[src/rtl/xres_pkg.sv]
// Shared types for the XRES reset sequencer: FSM state encodings, reset-cause codes
// and a small helper used to size the delay counter.
package xres_pkg;

    typedef enum logic [2:0] {
        ST_PAD_INIT  = 3'd0,
        ST_WAIT_REL  = 3'd1,
        ST_CORE_HOLD = 3'd2,
        ST_USER_HOLD = 3'd3,
        ST_RUN       = 3'd4,
        ST_SW_RST    = 3'd5
    } state_e;

    typedef enum logic [1:0] {
        CAUSE_POR = 2'b00,
        CAUSE_PIN = 2'b01,
        CAUSE_SW  = 2'b10
    } rst_cause_e;

    function automatic int max_of4(input int a, input int b, input int c, input int d);
        int m;
        m = a;
        if (b > m) m = b;
        if (c > m) m = c;
        if (d > m) m = d;
        return m;
    endfunction

endpackage

[src/rtl/xres_debounce.sv]
// Two-flop synchroniser for the XRES pad output followed by a consecutive-sample
// debouncer; the debounced level only moves after DEBOUNCE_CYC differing samples.
module xres_debounce
#(
    parameter int DEBOUNCE_CYC = 16
) (
    input  logic clk_i,
    input  logic rst_i,
    input  logic en_i,
    input  logic xres_n_i,
    output logic deb_n_o
);

    localparam int CW = $clog2(DEBOUNCE_CYC + 1);

    logic          sync1_q, sync1_d;
    logic          sync2_q, sync2_d;
    logic          deb_n_q, deb_n_d;
    logic [CW-1:0] cnt_q, cnt_d;

    always_comb begin
        sync1_d = xres_n_i;
        sync2_d = sync1_q;
        deb_n_d = deb_n_q;
        cnt_d   = '0;
        // Any sample matching the current level restarts the run count.
        if (en_i && (sync2_q != deb_n_q)) begin
            if (cnt_q == CW'(DEBOUNCE_CYC - 1)) begin
                deb_n_d = sync2_q;
            end else begin
                cnt_d = cnt_q + CW'(1);
            end
        end
    end

    always_ff @(posedge clk_i) begin
        if (rst_i) begin
            sync1_q <= 1'b0;
            sync2_q <= 1'b0;
            deb_n_q <= 1'b0;
            cnt_q   <= '0;
        end else begin
            sync1_q <= sync1_d;
            sync2_q <= sync2_d;
            deb_n_q <= deb_n_d;
            cnt_q   <= cnt_d;
        end
    end

    assign deb_n_o = deb_n_q;

endmodule

[src/rtl/xres_reset_sequencer.sv]
// XRES pad controller: configures the pad, waits for a debounced release, then drops
// core reset before user reset; also runs software user resets and records the cause.
module xres_reset_sequencer
    import xres_pkg::*;
#(
    parameter int PAD_SETTLE   = 4,
    parameter int DEBOUNCE_CYC = 16,
    parameter int CORE_DLY     = 8,
    parameter int USER_DLY     = 8,
    parameter int SW_PULSE     = 4
) (
    input  logic       wb_clk_i,
    input  logic       wb_rst_i,
    input  logic       xres_n_i,
    input  logic       cfg_filt_en_i,
    input  logic       sw_rst_req_i,
    output logic       sw_rst_ack_o,
    output logic       pad_enable_h_o,
    output logic       pad_filt_in_h_o,
    output logic       pad_inp_sel_h_o,
    output logic       pad_dis_pullup_h_o,
    output logic       core_rst_o,
    output logic       user_rst_o,
    output logic [1:0] rst_cause_o,
    output logic [2:0] state_o
);

    localparam int CNT_MAX = max_of4(PAD_SETTLE, CORE_DLY, USER_DLY, SW_PULSE);
    localparam int CW      = $clog2(CNT_MAX + 1);

    state_e        state_q, state_d;
    rst_cause_e    cause_q, cause_d;
    logic [CW-1:0] cnt_q, cnt_d, cnt_inc;
    logic          pad_en_q, pad_en_d;
    logic          pad_filt_q, pad_filt_d;
    logic          core_rst_q, core_rst_d;
    logic          user_rst_q, user_rst_d;
    logic          ack_q, ack_d;
    logic          deb_n;
    logic          pin_rst;

    // XRES is only sampled once the pad has been enabled and settled.
    xres_debounce #(.DEBOUNCE_CYC(DEBOUNCE_CYC)) u_debounce (
        .clk_i    (wb_clk_i),
        .rst_i    (wb_rst_i),
        .en_i     (state_q != ST_PAD_INIT),
        .xres_n_i (xres_n_i),
        .deb_n_o  (deb_n)
    );

    assign cnt_inc = (cnt_q == {CW{1'b1}}) ? cnt_q : cnt_q + CW'(1);
    assign pin_rst = !deb_n && (state_q inside {ST_CORE_HOLD, ST_USER_HOLD, ST_RUN, ST_SW_RST});

    always_comb begin
        state_d    = state_q;
        cause_d    = cause_q;
        cnt_d      = cnt_q;
        pad_en_d   = pad_en_q;
        pad_filt_d = pad_filt_q;
        core_rst_d = core_rst_q;
        user_rst_d = user_rst_q;
        ack_d      = 1'b0;
        case (state_q)
            ST_PAD_INIT: begin
                pad_en_d   = 1'b1;
                pad_filt_d = cfg_filt_en_i;
                core_rst_d = 1'b1;
                user_rst_d = 1'b1;
                // Settle time counts from the cycle the enable is actually driven.
                if (pad_en_q && (cnt_q == CW'(PAD_SETTLE - 1))) begin
                    state_d = ST_WAIT_REL;
                    cnt_d   = '0;
                end else if (pad_en_q) begin
                    cnt_d = cnt_inc;
                end
            end
            ST_WAIT_REL: begin
                core_rst_d = 1'b1;
                user_rst_d = 1'b1;
                cnt_d      = '0;
                if (deb_n) state_d = ST_CORE_HOLD;
            end
            ST_CORE_HOLD: begin
                if (cnt_q == CW'(CORE_DLY - 1)) begin
                    core_rst_d = 1'b0;
                    state_d    = ST_USER_HOLD;
                    cnt_d      = '0;
                end else begin
                    cnt_d = cnt_inc;
                end
            end
            ST_USER_HOLD: begin
                if (cnt_q == CW'(USER_DLY - 1)) begin
                    user_rst_d = 1'b0;
                    state_d    = ST_RUN;
                    cnt_d      = '0;
                end else begin
                    cnt_d = cnt_inc;
                end
            end
            ST_RUN: begin
                cnt_d = '0;
                if (sw_rst_req_i) begin
                    user_rst_d = 1'b1;
                    cause_d    = CAUSE_SW;
                    state_d    = ST_SW_RST;
                end
            end
            ST_SW_RST: begin
                user_rst_d = 1'b1;
                if (cnt_q == CW'(SW_PULSE - 1)) begin
                    ack_d   = 1'b1;
                    state_d = ST_USER_HOLD;
                    cnt_d   = '0;
                end else begin
                    cnt_d = cnt_inc;
                end
            end
            default: begin
                state_d = ST_PAD_INIT;
                cnt_d   = '0;
            end
        endcase
        // A debounced pin reset overrides everything, including a pending software reset.
        if (pin_rst) begin
            core_rst_d = 1'b1;
            user_rst_d = 1'b1;
            cause_d    = CAUSE_PIN;
            cnt_d      = '0;
            ack_d      = 1'b0;
            state_d    = ST_WAIT_REL;
        end
    end

    always_ff @(posedge wb_clk_i) begin
        if (wb_rst_i) begin
            state_q    <= ST_PAD_INIT;
            cause_q    <= CAUSE_POR;
            cnt_q      <= '0;
            pad_en_q   <= 1'b0;
            pad_filt_q <= 1'b0;
            core_rst_q <= 1'b1;
            user_rst_q <= 1'b1;
            ack_q      <= 1'b0;
        end else begin
            state_q    <= state_d;
            cause_q    <= cause_d;
            cnt_q      <= cnt_d;
            pad_en_q   <= pad_en_d;
            pad_filt_q <= pad_filt_d;
            core_rst_q <= core_rst_d;
            user_rst_q <= user_rst_d;
            ack_q      <= ack_d;
        end
    end

    assign sw_rst_ack_o       = ack_q;
    assign pad_enable_h_o     = pad_en_q;
    assign pad_filt_in_h_o    = pad_filt_q;
    assign pad_inp_sel_h_o    = 1'b0;
    assign pad_dis_pullup_h_o = 1'b0;
    assign core_rst_o         = core_rst_q;
    assign user_rst_o         = user_rst_q;
    assign rst_cause_o        = cause_q;
    assign state_o            = state_q;

endmodule

[config.mk]
export PLATFORM = sky130hd
export DESIGN_NAME = xres_reset_sequencer
export DESIGN_NICKNAME = d
export VERILOG_FILES = /design/src/rtl/xres_pkg.sv /design/src/rtl/xres_debounce.sv /design/src/rtl/xres_reset_sequencer.sv
export SDC_FILE = /design/constraint.sdc
export NUM_CORES = 1
export LEC_CHECK = 0
export ABC_AREA = 1
export CAP_MARGIN = 20
export CORE_AREA = 10 10 69 71
export CTS_CLUSTER_DIAMETER = 100
export CTS_CLUSTER_SIZE = 8
export DETAILED_ROUTE_END_ITERATION = 10
export DIE_AREA = 0 0 79 81
export PLACE_DENSITY = 0.58
export SLEW_MARGIN = 20
export SYNTH_ARGS = -nofsm -noshare
export SYNTH_HDL_FRONTEND = slang
export SYNTH_SLANG_ARGS = --single-unit
export TNS_END_PERCENT = 10
[constraint.sdc]
create_clock -name wb_clk_i -period 2 [get_ports wb_clk_i]
set_input_delay 0.3 -clock wb_clk_i [delete_from_list [all_inputs] [get_ports wb_clk_i]]
set_output_delay 0.3 -clock wb_clk_i [all_outputs]
set_load 0.02 [all_outputs]
==> flow_results.xml, run 1 <==
<?xml version="1.0" encoding="UTF-8"?>
<metrics>
  <group name="clock_tree">
    <metric name="tritoncts" unit="">done</metric>
    <metric name="cts-root-buf" unit="">sky130_fd_sc_hd__clkbuf_4</metric>
    <metric name="clock-sinks" unit="">22</metric>
    <metric name="clk-insertion-delay-late" unit="ps">310</metric>
    <metric name="cts-buffers-inserted" unit="">3</metric>
    <metric name="clk_pin_slew_worst_paths" unit="ps">120</metric>
    <metric name="clockBufferDepth" unit="">2</metric>
    <metric name="htree_levels" unit="">1</metric>
    <metric name="cts_hold_buf" unit="">0</metric>
  </group>
  <group name="layout">
    <metric name="finish.cell_count_without_fillers" unit="">232</metric>
    <metric name="fillerInstances" unit="">393</metric>
    <metric name="antenna-diode-count" unit="">0</metric>
    <metric name="drive_gt1_frac" unit="">0.158</metric>
    <metric name="nets" unit="">197</metric>
    <metric name="fin_util" unit="">0.417</metric>
    <metric name="syn_to_final_growth" unit="%">18.9</metric>
  </group>
  <group name="timing">
    <metric name="part_of_the_cycle_the_worst_path_needs" unit="">0.874</metric>
    <metric name="timing_max_transition_violations_final" unit="">0</metric>
    <metric name="final_worst_setup_slack" unit="ps">252</metric>
    <metric name="hold_violations" unit="">0</metric>
    <metric name="grt_setup_unrepaired" unit="">false</metric>
    <metric name="max_freq" unit="MHz">572</metric>
    <metric name="fin_worst_skew" unit="ps">3.60</metric>
    <metric name="setup_violations" unit="">0</metric>
    <metric name="totalNegativeSetupSlack" unit="ps">0</metric>
    <metric name="final_period_minus_worst_setup_slack" unit="ps">1750</metric>
    <metric name="worst_hold_slack" unit="ps">417</metric>
  </group>
  <group name="routing">
    <metric name="routed_wl" unit="microns">2620</metric>
    <metric name="total_via_count_after_detailed_routing" unit="">1116</metric>
    <metric name="detail_route.vias_per_cell" unit="">4.81</metric>
    <metric name="route.detailed.drc" unit="">0</metric>
    <metric name="drt_pre_antenna_iters" unit="">4</metric>
    <metric name="first_iter_violations" unit="">64</metric>
    <metric name="drt-wirelength-per-cell" unit="microns">11.3</metric>
    <metric name="antenna_violating_nets_post_route" unit="">0</metric>
  </group>
  <group name="pwr">
    <metric name="p_per_cell_area" unit="mW/mm^2">889</metric>
    <metric name="peak_vdd_ir" unit="mV">0.366</metric>
    <metric name="p_leak" unit="nW">0.610</metric>
  </group>
  <group name="synth">
    <metric name="postSynthRegisterBits" unit="">22</metric>
    <metric name="synth_area_leaders" unit="">sky130_fd_sc_hd__dfxtp_1 36%, sky130_fd_sc_hd__nand2_1 9.1%, sky130_fd_sc_hd__ha_1 7.1%, sky130_fd_sc_hd__nand3_1 6.1%, sky130_fd_sc_hd__nor2_1 6.1%</metric>
    <metric name="synthesis.area_per_instance" unit="sq um">7.35</metric>
    <metric name="synth_seq_area_share" unit="">0.357</metric>
    <metric name="cells_after_synth" unit="">168</metric>
    <metric name="netlist_area" unit="sq mm">0.00123</metric>
    <metric name="yosysWarningCount" unit="">0</metric>
    <metric name="yosysUniqueCellTypes" unit="">33</metric>
    <metric name="yosys.area.top_type" unit="">sky130_fd_sc_hd__dfxtp_1</metric>
    <metric name="area_share_of_the_leading_cell_type_in_the_synthesized_netlist" unit="">0.357</metric>
  </group>
  <group name="placement">
    <metric name="dpl.cell_count" unit="">228</metric>
    <metric name="placement.io_buffers" unit="">14</metric>
    <metric name="routabilityCongestion" unit="">0.937</metric>
    <metric name="place_worst_setup_slack" unit="ps">230</metric>
    <metric name="place_hpwl" unit="microns">2140</metric>
  </group>
  <group name="worst_setup_path">
    <metric name="crit_arrival" unit="ps">1450</metric>
    <metric name="class_of_the_most_critical_setup_path" unit="">register to output pin</metric>
    <metric name="data_required_time_at_the_worst_endpoint" unit="ps">1700</metric>
    <metric name="sort_of_element_at_the_start_of_the_critical_path" unit="">register</metric>
    <metric name="cpLargestDelayFamily" unit="">buffers and inverters</metric>
    <metric name="endpoint_kind" unit="">output pin</metric>
    <metric name="path_buf_inv" unit="">1</metric>
    <metric name="critical_path_peak_fanout" unit="">6</metric>
    <metric name="crit_path_cells" unit="">clkdlybuf4s50_1</metric>
    <metric name="crit_path_top_delay_cell" unit="">sky130_fd_sc_hd__clkdlybuf4s50_1</metric>
    <metric name="critical_path.max_stage_delay" unit="ps">660</metric>
  </group>
  <group name="die">
    <metric name="die_h" unit="microns">81</metric>
    <metric name="design.die.area" unit="sq mm">0.00640</metric>
    <metric name="std_cell_rows" unit="">22</metric>
    <metric name="start_util" unit="">0.350</metric>
    <metric name="io_pins" unit="">17</metric>
    <metric name="core_area" unit="sq mm">0.00352</metric>
    <metric name="die_w" unit="microns">79</metric>
  </group>
  <group name="global_route">
    <metric name="grt_start_max_net_pins" unit="">14</metric>
    <metric name="first_pass_grt_wire_length" unit="microns">4770</metric>
    <metric name="number_of_antenna_violations_at_the_first_check_in_global_routing" unit="">0</metric>
    <metric name="first_global_vias" unit="">1118</metric>
    <metric name="grt_remaining_overflow" unit="">0</metric>
    <metric name="grt_resource_usage_total" unit="">0.0913</metric>
  </group>
  <group name="flow_run">
    <metric name="timing.max_cap.violations" unit="">0</metric>
  </group>
  <group name="worst_hold_path">
    <metric name="min_path_type" unit="">register to register</metric>
  </group>
  <group name="status">
    <metric name="status" unit="">complete, no violations</metric>
  </group>
</metrics>
synth_stat cells (all sizes together):
cell    number
nand2       37
nor2        26
dfxtp       22
inv         20
nand3       15
a21oi       13
ha           7
nor3         7
o21ai        6
buf          4
a211oi       1
a31oi        1
clkbuf       1
conb         1
nand3b       1
nand4        1
o211ai       1
o22ai        1
o32ai        1
or2          1
xor2         1
through the flow:
step	power (mW)	cell area, sq um
final	1.31	1470
after global routing	1.41	1470
after global placement	0.964	1410
after floorplan	0.868	1240
after detailed placement	0.975	1410
after CTS	1.33	1470
cells by family (layout without fill, tap and decap cells):
group / Yosys count / after routing / share of synthesized area
AO/OA/AOI/OAI: 24 / 24 / 0.109
XOR/XNOR: 1 / 1 / 0.00709
adder cells (fa/ha/maj): 7 / 7 / 0.0709
buffers and inverters: 25 / 40 / 0.102
flip-flops: 22 / 22 / 0.357
other: 1 / 2 / 0.00304
AND/OR/NAND/NOR: 88 / 88 / 0.351
routing by layer:
layer / GRT usage / up-vias / share of wire
li1: - / 576 / -
met2: 0.158 / 29 / 0.48
met3: 0.0375 / 0 / 0.070
met5: 0 / - / 0
met1: 0.0981 / 511 / 0.45
met4: 0.0341 / 0 / 0
path summary, 6_finish.rpt:
check / from / to / slack, ps / cells past startpoint
setup reg to reg: state_o[2] / cnt_q[3] / 320 / 7
hold reg to reg: u_debounce.sync1_q / u_debounce.sync2_q / 420 / 2
setup / recovery: state_o[0] / state_o[0] / 250 / 1
hold / removal: u_debounce.sync1_q / u_debounce.sync2_q / 420 / 2
area by class of cell:
class                           instances  area [sq um]  area share
Multi-Input combinational cell        122           672       0.457
Sequential cell                        22           442       0.301
Timing Repair Buffer                   16           158       0.107
Inverter                               20          85.1      0.0579
Tap cell                               48          60.1      0.0409
Clock inverter                          1          30.0      0.0204
Clock buffer                            3          22.5      0.0153
registers in the layout, summed over array words and instances (netlist names):
signal and cells:
u_debounce.cnt_q 5, cnt_q 4, state_o 3, rst_cause_o 2
core_rst_o 1, pad_enable_h_o 1, pad_filt_in_h_o 1, sw_rst_ack_o 1
u_debounce.deb_n_o 1, u_debounce.sync1_q 1, u_debounce.sync2_q 1, user_rst_o 1
what timing repair did:
action,4_1_cts,5_1_grt
endpoints found under the setup margin,0,2
setup buffers,0,0
resized for setup,0,2
where the power goes:
group,internal [mW],switching (mW)
Combinational,0.170,0.276
Sequential,0.476,0.0389
Clock,0.203,0.141
Total,0.849,0.456
layout by cell type (no fill, tap or decap), types with 2 or more instances in the layout:
cell,instances
sky130_fd_sc_hd__nand2_1,30
sky130_fd_sc_hd__dfxtp_1,21
sky130_fd_sc_hd__nor2_1,20
sky130_fd_sc_hd__nand3_1,15
sky130_fd_sc_hd__inv_1,14
sky130_fd_sc_hd__clkdlybuf4s50_1,13
sky130_fd_sc_hd__a21oi_1,12
sky130_fd_sc_hd__ha_1,7
sky130_fd_sc_hd__nor3_1,6
sky130_fd_sc_hd__nand2_2,5
sky130_fd_sc_hd__o21ai_0,5
sky130_fd_sc_hd__nor2_2,4
sky130_fd_sc_hd__inv_2,4
sky130_fd_sc_hd__clkbuf_4,3
sky130_fd_sc_hd__nand2_4,2
sky130_fd_sc_hd__conb_1,2
sky130_fd_sc_hd__buf_4,2
(Power assumes the default switching activity.)
==> inputs of run 2 (changes only) <==
CORE_AREA = 10 10 77 63   (was 10 10 69 71)
DIE_AREA = 0 0 87 73   (was 0 0 79 81)
PLACE_DENSITY = 0.59   (was 0.58)
==> run 2 against run 1 <==
Routed wire length grew 5.8%. Largest cell class unchanged. Register-to-register slack lost 140 ps. Critical path type unchanged. Clock power shrank 7.0%. Final area shrank 0.60%. Via count grew 2.1%.
==> flow_results.xml, run 2 (synthesis results as in run 1) <==
<?xml version="1.0" encoding="UTF-8"?>
<metrics>
  <group name="worst_setup_path">
    <metric name="data_required_time_at_the_worst_endpoint" unit="ps">1700</metric>
    <metric name="sort_of_element_at_the_start_of_the_critical_path" unit="">register</metric>
    <metric name="critical_path_peak_fanout" unit="">10</metric>
    <metric name="class_of_the_most_critical_setup_path" unit="">register to output pin</metric>
    <metric name="crit_path_top_delay_cell" unit="">sky130_fd_sc_hd__clkdlybuf4s50_1</metric>
    <metric name="ff2ff_setup_slack" unit="ps">180</metric>
    <metric name="rr_startpoint" unit="">state_o[2]</metric>
    <metric name="cpLargestDelayFamily" unit="">buffers and inverters</metric>
    <metric name="critical_path.max_stage_delay" unit="ps">630</metric>
    <metric name="crit_arrival" unit="ps">1590</metric>
    <metric name="rr_endpoint" unit="">cnt_q[3]</metric>
    <metric name="ff2ff_path_depth" unit="">7</metric>
    <metric name="endpoint_kind" unit="">output pin</metric>
    <metric name="crit_path_cells" unit="">buf_4 &gt; clkdlybuf4s50_1</metric>
    <metric name="path_buf_inv" unit="">2</metric>
  </group>
  <group name="global_route">
    <metric name="grt_resource_usage_total" unit="">0.0947</metric>
    <metric name="grt_remaining_overflow" unit="">0</metric>
    <metric name="grt_start_max_net_pins" unit="">13</metric>
    <metric name="first_pass_grt_wire_length" unit="microns">4830</metric>
    <metric name="number_of_antenna_violations_at_the_first_check_in_global_routing" unit="">0</metric>
    <metric name="first_global_vias" unit="">1066</metric>
  </group>
  <group name="die">
    <metric name="io_pins" unit="">17</metric>
    <metric name="die_w" unit="microns">87</metric>
    <metric name="start_util" unit="">0.358</metric>
    <metric name="std_cell_rows" unit="">19</metric>
    <metric name="die_h" unit="microns">73</metric>
    <metric name="core_area" unit="sq mm">0.00345</metric>
    <metric name="design.die.area" unit="sq mm">0.00635</metric>
  </group>
  <group name="timing">
    <metric name="setup_violations" unit="">0</metric>
    <metric name="final_period_minus_worst_setup_slack" unit="ps">1890</metric>
    <metric name="grt_setup_unrepaired" unit="">false</metric>
    <metric name="hold_violations" unit="">0</metric>
    <metric name="timing_max_transition_violations_final" unit="">0</metric>
    <metric name="totalNegativeSetupSlack" unit="ps">0</metric>
    <metric name="max_freq" unit="MHz">529</metric>
    <metric name="fin_worst_skew" unit="ps">3.22</metric>
    <metric name="part_of_the_cycle_the_worst_path_needs" unit="">0.944</metric>
  </group>
  <group name="layout">
    <metric name="mostFrequentLayoutCells" unit="">30 x sky130_fd_sc_hd__nand2_1, 22 x sky130_fd_sc_hd__dfxtp_1, 20 x sky130_fd_sc_hd__nor2_1</metric>
    <metric name="largest_register" unit="">u_debounce.cnt_q</metric>
    <metric name="drive_gt1_frac" unit="">0.152</metric>
    <metric name="largest_reg_flops" unit="">5</metric>
    <metric name="fillerInstances" unit="">361</metric>
    <metric name="nets" unit="">197</metric>
    <metric name="antenna-diode-count" unit="">0</metric>
    <metric name="layout.cells.most_common" unit="">sky130_fd_sc_hd__nand2_1</metric>
    <metric name="syn_to_final_growth" unit="%">18.2</metric>
  </group>
  <group name="worst_hold_path">
    <metric name="worstHoldPathCells" unit="">2</metric>
    <metric name="min_path_type" unit="">register to register</metric>
    <metric name="min_to" unit="">u_debounce.sync2_q</metric>
    <metric name="hold_start" unit="">u_debounce.sync1_q</metric>
  </group>
  <group name="routing">
    <metric name="detail_route.vias_per_cell" unit="">5.04</metric>
    <metric name="routed_wl" unit="microns">2770</metric>
    <metric name="antenna_violating_nets_post_route" unit="">0</metric>
    <metric name="total_via_count_after_detailed_routing" unit="">1139</metric>
    <metric name="route.detailed.drc" unit="">0</metric>
    <metric name="drt_pre_antenna_iters" unit="">4</metric>
    <metric name="first_iter_violations" unit="">111</metric>
    <metric name="drt-wirelength-per-cell" unit="microns">12.3</metric>
  </group>
  <group name="pwr">
    <metric name="p_leak" unit="nW">0.592</metric>
    <metric name="peak_vdd_ir" unit="mV">0.398</metric>
    <metric name="power.share.clock" unit="">0.249</metric>
    <metric name="p_total" unit="mW">1.28</metric>
    <metric name="p_per_cell_area" unit="mW/mm^2">879</metric>
    <metric name="combPwrFrac" unit="">0.349</metric>
    <metric name="power.sequential.fraction" unit="">0.402</metric>
    <metric name="swShare" unit="">0.360</metric>
    <metric name="net-switching-power" unit="mW">0.461</metric>
    <metric name="internal_power_of_the_cells" unit="mW">0.822</metric>
  </group>
  <group name="placement">
    <metric name="routabilityCongestion" unit="">0.887</metric>
    <metric name="place_hpwl" unit="microns">2250</metric>
    <metric name="placement.io_buffers" unit="">14</metric>
  </group>
  <group name="clock_tree">
    <metric name="cts_resized" unit="">0</metric>
    <metric name="cts_hold_buf" unit="">0</metric>
    <metric name="cts-root-buf" unit="">sky130_fd_sc_hd__clkbuf_8</metric>
    <metric name="clockBufferDepth" unit="">2</metric>
    <metric name="cts-buffers-inserted" unit="">3</metric>
    <metric name="clk-insertion-delay-late" unit="ps">260</metric>
    <metric name="htree_levels" unit="">1</metric>
    <metric name="clock-sinks" unit="">22</metric>
    <metric name="clk_pin_slew_worst_paths" unit="ps">80</metric>
    <metric name="tritoncts" unit="">done</metric>
    <metric name="cts_setup_buffers" unit="">0</metric>
  </group>
  <group name="status">
    <metric name="status" unit="">complete, no violations</metric>
  </group>
  <group name="flow_run">
    <metric name="timing.max_cap.violations" unit="">0</metric>
  </group>
</metrics>
==> run 2: worst max-delay path by stage <==
stage / start / endpoint / slack, ps / cells after the start
2_1_floorplan: state_o[1] / cnt_q[3] / 280 / 8
3_3_place_gp: state_o[2] / cnt_q[3] / 330 / 7
3_5_place_dp: state_o[2] / cnt_q[3] / 210 / 7
4_1_cts: state_o[1] / state_o[1] / 100 / 2
5_1_grt: state_o[1] / state_o[1] / 40 / 2
6_report: state_o[1] / state_o[1] / 110 / 2
==> run 2: through the flow <==
step                instance area, sq um  cells  setup WS [ps]  hold slack (ps)   util
CTS                                 1460    226            100              421  0.424
global route                        1460    226           35.8              458  0.424
global placement                    1410    222            332              398  0.408
finish                              1460    226            111              420  0.424
floorplan                           1240    169            280              388      -
detailed placement                  1410    222            205              407  0.408
==> run 2: cell type report <==
class / instances / area, sq um / area share
clock buffer: 4 / 55.1 / 0.0377
timing repair buffer: 16 / 155 / 0.106
tap: 42 / 52.6 / 0.0360
multi-input combinational: 122 / 672 / 0.460
inverter: 20 / 85.1 / 0.0583
sequential: 22 / 440 / 0.302
==> run 2: layer usage <==
metal / track usage / share of wire / vias up / wire length, microns
li1: - / - / 580 / -
met1: 0.114 / 0.47 / 523 / 1290
met2: 0.147 / 0.45 / 31 / 1260
met3: 0.0335 / 0.062 / 5 / 173
met4: 0.0449 / 0.017 / 0 / 46
met5: 0 / 0 / - / 0
==> run 2: power by group through the flow <==
stage / logic (mW) / clock network (mW) / registers, mW
global placement: 0.445 / 0 / 0.524
detailed placement: 0.450 / 0 / 0.525
CTS: 0.450 / 0.333 / 0.515
finish: 0.448 / 0.320 / 0.515
floorplan: 0.328 / 0 / 0.539
global route: 0.504 / 0.357 / 0.520
==> run 2: tightest hold or removal path, stage by stage, from the launching register on <==
cell                      delay (ps)
sky130_fd_sc_hd__dfxtp_1         310
sky130_fd_sc_hd__inv_1            50
sky130_fd_sc_hd__nor2_1           30
==> inputs of run 3 (changes only) <==
HOLD_SLACK_MARGIN = 0.06   (was not set)
==> results of run 3 <==
Final layout, timing and power as in run 2 (identical DEF).
